$ cat config.mk
export PLATFORM = sky130hd
export DESIGN_NAME = cacheline_adapter
export DESIGN_NICKNAME = d
export VERILOG_FILES = /design/src/rtl/cacheline_adapter.sv
export SDC_FILE = /design/constraint.sdc
export NUM_CORES = 1
export LEC_CHECK = 0
export CORE_AREA = 2 2 290 292
export CTS_CLUSTER_SIZE = 16
export DETAILED_ROUTE_END_ITERATION = 16
export DIE_AREA = 0 0 292 294
export GPL_ROUTABILITY_DRIVEN = 1
export SLEW_MARGIN = 5
export SYNTH_ARGS = -nofsm -noshare
export SYNTH_HDL_FRONTEND = slang
export SYNTH_SLANG_ARGS = --single-unit
$ cat constraint.sdc
create_clock -name clk -period 2.6 [get_ports clk]
set_input_delay 0.65 -clock clk [delete_from_list [all_inputs] [get_ports clk]]
set_output_delay 0.65 -clock clk [all_outputs]
set_load 0.02 [all_outputs]
$ cat src/rtl/cacheline_adapter.sv
// Cache-line to banked-memory burst adapter: one line read is deserialized from
// BURST_LEN returning beats, one line write is serialized into BURST_LEN beats.
module cacheline_adapter #(
  parameter int ADDR_W    = 32,
  parameter int BEAT_W    = 64,
  parameter int BURST_LEN = 4,
  localparam int LINE_W   = BEAT_W * BURST_LEN
) (
  input  logic              clk,
  input  logic              rst_n,
  input  logic [ADDR_W-1:0] dfp_addr,
  input  logic              dfp_read,
  input  logic              dfp_write,
  input  logic [LINE_W-1:0] dfp_wdata,
  output logic [LINE_W-1:0] dfp_rdata,
  output logic              dfp_resp,
  output logic [ADDR_W-1:0] bmem_addr,
  output logic              bmem_read,
  output logic              bmem_write,
  output logic [BEAT_W-1:0] bmem_wdata,
  input  logic              bmem_ready,
  input  logic [ADDR_W-1:0] bmem_raddr,
  input  logic [BEAT_W-1:0] bmem_rdata,
  input  logic              bmem_rvalid
);

  localparam int OFF_W = $clog2(LINE_W / 8);
  localparam int CNT_W = (BURST_LEN > 1) ? $clog2(BURST_LEN) : 1;
  localparam logic [CNT_W-1:0] LAST_BEAT = CNT_W'(BURST_LEN - 1);

  typedef enum logic [2:0] {IDLE, RD_REQ, RD_WAIT, WR_BEAT, RESP} state_t;

  state_t            state;
  logic [CNT_W-1:0]  cnt;
  logic [CNT_W-1:0]  cnt_inc;
  logic [LINE_W-1:0] line_q;     // write data on writes, partial line on reads
  logic [LINE_W-1:0] rd_line;
  logic [BEAT_W-1:0] next_wbeat;
  logic [ADDR_W-1:0] line_addr;
  logic              beat_hit;
  logic              addr_unused;

  assign line_addr   = {dfp_addr[ADDR_W-1:OFF_W], {OFF_W{1'b0}}};
  assign addr_unused = ^dfp_addr[OFF_W-1:0];
  assign cnt_inc     = cnt + CNT_W'(1);
  // bmem_addr holds the latched line address for the whole operation.
  assign beat_hit    = bmem_rvalid && (bmem_raddr == bmem_addr);

  // NOTE: every variable gets a full default first, so no latch is inferred.
  always_comb begin
    rd_line = line_q;
    rd_line[cnt*BEAT_W +: BEAT_W] = bmem_rdata;
    next_wbeat = line_q[cnt_inc*BEAT_W +: BEAT_W];
  end

  // NOTE: the line buffer is reset too, so no stale data is visible after an abort.
  always_ff @(posedge clk or negedge rst_n) begin
    if (!rst_n) begin
      state      <= IDLE;
      cnt        <= '0;
      line_q     <= '0;
      dfp_rdata  <= '0;
      dfp_resp   <= 1'b0;
      bmem_addr  <= '0;
      bmem_read  <= 1'b0;
      bmem_write <= 1'b0;
      bmem_wdata <= '0;
    end else begin
      dfp_resp <= 1'b0;
      case (state)
        IDLE: begin
          cnt <= '0;
          if (dfp_read) begin
            bmem_addr <= line_addr;
            bmem_read <= 1'b1;
            state     <= RD_REQ;
          end else if (dfp_write) begin
            bmem_addr  <= line_addr;
            line_q     <= dfp_wdata;
            bmem_write <= 1'b1;
            bmem_wdata <= dfp_wdata[BEAT_W-1:0];
            state      <= WR_BEAT;
          end
        end
        RD_REQ: begin
          if (bmem_ready) begin
            bmem_read <= 1'b0;
            state     <= RD_WAIT;
          end
        end
        RD_WAIT: begin
          if (beat_hit) begin
            line_q <= rd_line;
            if (cnt == LAST_BEAT) begin
              cnt       <= '0;
              dfp_rdata <= rd_line;
              dfp_resp  <= 1'b1;
              state     <= RESP;
            end else begin
              cnt <= cnt_inc;
            end
          end
        end
        WR_BEAT: begin
          if (bmem_ready) begin
            if (cnt == LAST_BEAT) begin
              cnt        <= '0;
              bmem_write <= 1'b0;
              dfp_resp   <= 1'b1;
              state      <= RESP;
            end else begin
              cnt        <= cnt_inc;
              bmem_wdata <= next_wbeat;
            end
          end
        end
        RESP:    state <= IDLE;
        default: state <= IDLE;
      endcase
    end
  end

  a_one_dfp_op: assert property (@(posedge clk) disable iff (!rst_n)
    !(dfp_read && dfp_write));
  a_one_bmem_op: assert property (@(posedge clk) disable iff (!rst_n)
    !(bmem_read && bmem_write));

endmodule

==> results.yml <==
status:
  status: "finished with violations"
  violations: "negative setup slack"
floorplanning:
  rows: 106
  die_area_sq_um: 85850
  start_util_pct: 35.23
  die_width_microns: 292
  fp.dieH_microns: 294
  io_pins: 745
  core_area_sq_um: 82890
routing:
  drc_errors: 0
  wire_per_inst_microns: 27.89
  routed_via_density: 5.820
  dr.first_iter.drc_count: 2720
  vias: 27330
  antenna_left: 0
  first_pass_iters: 8
  drt-total-wl_mm: 131.0
grt:
  grt_pass1_vias: 26770
  grt_max_degree: 138
  grt_pass1_wl_mm: 185.1
  grt_antenna_before_repair: 25
  grt_usage_pct: 28.76
  overflow: 0
logic_synthesis:
  synth_flop_cell: "dfrtp_1"
  synthArstFlopShare_pct: 100.0
  ys_seq_area_share_pct: 52.35
  netlist.area_leader.share_pct: 52.35
  synth_area_leader_cell: "dfrtp_1"
  syn_area_per_cell_sq_um: 10.36
  ys_ff_latch: 611
  ys_types: 40
  synth_area_sq_um: 29210
  synth-edff-count: 0
  ys_top_cells_by_area: "dfrtp_1 52%, a221o_1 8.8%, nor2b_1 5.6%"
  yosysWarnings: 0
  synthCells: 2818
critical_path:
  end_kind: "flop"
  critPathKind: "input pin to flop"
  r2r_setup_slack_ps: -40
  crit_fanout: 137
  reg2reg_depth: 10
  regToRegEndpoint: "dfp_rdata[101]$_DFFE_PN0P_"
  worstPathArrival_ps: 3140
  worstPathCellList: "clkdlybuf4s50_1 -> nand2b_1 -> a2111o_1 -> nor4_2 -> buf_4 -> nand4_4 -> buf_8 -> buf_12 -> o21ai_0 -> o21ai_2"
  timing.rr.start: "bmem_addr[27]$_DFFE_PN0P_"
  crit_required_ps: 3080
  slowest_stage: "a2111o_1"
  cpPeakStageDelay_ps: 430
  critPathLaunchType: "input pin"
timing:
  fin_tns_setup_ps: -234.9
  fmax_mhz: 375.9
  hold_viol_final: 0
  setup_violations: 10
  fin_crit_ps: 2660
  worst_pin_slew_ps: 722.1
  slew_violations: 0
  setup_slack_ps: -60.30
  slew_headroom_pct: 51.86
  fin_skew_ps: 33.98
  rsz0062_at_grt: "yes"
  fin_crit_sh_pct: 102.3
placement:
  place_inst: 4524
  hpwl_mm: 85.28
  routabilityCongestion: 0.9131
  port_buffers: 734
final_layout:
  seqCellArea_sq_um: 15290
  area_delta_synth_final_pct: 42.69
  nets: 3936
  layout.cells.non_filler: 4695
  fillers: 7466
  multiInputGateArea_sq_um: 12920
  drive_above_1_share_pct: 11.40
worst_hold_path:
  worstHoldPathCells: 2
  hold_path_class: "flop to flop"
  min_from: "dfp_rdata[158]$_DFFE_PN0P_"
  hold_end: "dfp_rdata[158]$_DFFE_PN0P_"
run:
  drv_cap: 0
clock_tree:
  max-clock-path-buffers: 3
  clock-sinks: 611
  worstSkewPairLatency_ps: 620
  tritoncts: "done"
  htreeDepth: 3
  clk_pin_slew_ps: 60
  cts_inserted_buffers: 71
  root_buffer: "clkbuf_16"
power:
  p_per_area_nw_per_um2: 1035
  p_leak_nw: 17.28
  vdd_ir_drop_max_uv: 726.9
  p_total_mw: 43.11
## metrics by stage
| stage | instance area [sq um] | setup slack (ps) | utilization [%] | hold WS [ps] |
|---|---|---|---|---|
| after floorplan | 29220 | 1.494 | - | 354.4 |
| after global placement | 38750 | -957.4 | 46.75 | 490.8 |
| after detailed placement | 38750 | -856.0 | 46.75 | 501.8 |
| after CTS | 41100 | -56.70 | 49.59 | 516.4 |
| after global routing | 41670 | -51.67 | 50.27 | 540.7 |
| final | 41680 | -60.30 | 50.28 | 497.5 |
## worst max-delay path: cells and delay by family
kind / cells / cell delay [ps]
simple gates: 3 / 480
buf+inv: 4 / 960
compound gates: 3 / 870
## cells in the mapped netlist (all sizes together) (2+ instances only)
library cell / number
ha: 6
o22ai: 2
nand4: 9
nor2b: 263
nor4: 4
mux2i: 66
a221o: 256
mux2: 24
mux4: 64
buf: 72
a2111o: 2
a21oi: 324
nor2: 330
nand3: 3
clkbuf: 196
o21ai: 518
nand2: 14
dfrtp: 611
inv: 13
xnor2: 20
and3: 3
nand2b: 2
nor3: 5
## worst max-delay path by stage
stage | to | start | depth (start not counted)
final | dfp_rdata[101]$_DFFE_PN0P_ | bmem_raddr[2] | 10
after CTS | dfp_rdata[42]$_DFFE_PN0P_ | bmem_raddr[17] | 11
after detailed placement | line_q[99]$_DFFE_PN0P_ | bmem_raddr[17] | 10
after floorplan | line_q[246]$_DFFE_PN0P_ | bmem_raddr[2] | 8
after global routing | dfp_rdata[222]$_DFFE_PN0P_ | bmem_addr[15]$_DFFE_PN0P_ | 10
after global placement | line_q[100]$_DFFE_PN0P_ | bmem_raddr[17] | 10
## routing by layer
layer	vias up	wire length, microns	GRT usage, %
li1	11760	-	-
met1	13770	54870	39.86
met2	1529	61040	45.17
met3	259	10430	4.985
met4	12	4543	10.69
met5	-	76	0
## what timing repair did
item,CTS,global route
hold buffers,1,0
buffers inserted,2,1
gates cloned,0,20
endpoints found under the setup margin,511,509
pin swaps,0,17
gates resized for setup,4,51
hold endpoints to repair,26,0
## layout by cell type (no fill, tap or decap), types with 6 or more instances in the layout
cell             instances
nor2_1                 330
xnor2_1                 15
inv_1                   11
buf_12                  60
clkbuf_16               83
clkbuf_1                23
a221o_1                256
dfrtp_1                610
clkdlybuf4s50_1        727
nand4_1                  8
mux2i_1                 66
mux4_2                  64
dlymetal6s2s_1           6
o21ai_2                  8
nor2b_1                262
mux2_2                  24
diode_2                 20
o21ai_0                264
a21oi_1                323
buf_4                   92
clkbuf_8                12
buf_6                    6
o21ai_1                246
nand2_1                 13
clkinv_2                10
## cells by family after synthesis
group	count (synthesis)	synth area share [%]
AOI/OAI and AO/OA	1109	23.54
and+or+nand+nor	636	10.71
DFF	611	52.35
buffers and inverters	281	4.408
muxes	154	8.122
xor gates and xnor gates	20	0.5998
adders and majority gates	6	0.2570
other	1	0.01284
## flip-flops by register name (all words and copies together), names as in the netlist
register and cells:
dfp_rdata 256, line_q 256, bmem_wdata 64, bmem_addr 27, state 3, cnt 2, bmem_read 1, bmem_write 1
dfp_resp 1
## power by group
group / internal, mW / total (mW) / switching [mW]
clock: 5.71 / 10.0 / 4.30
sequential: 12.2 / 14.3 / 2.16
combinational: 8.84 / 18.8 / 9.95
total: 26.7 / 43.1 / 16.4
## layout make-up
type	count	share of cell area [%]
Inverter	13	0.1441
Clock inverter	21	0.5314
Tap cell	1080	3.242
Multi-Input combinational cell	1934	31.01
Antenna cell	20	0.1201
Sequential cell	611	36.70
Timing Repair Buffer	909	23.33
Clock buffer	107	4.927
Power figures use the tool's default switching activity.
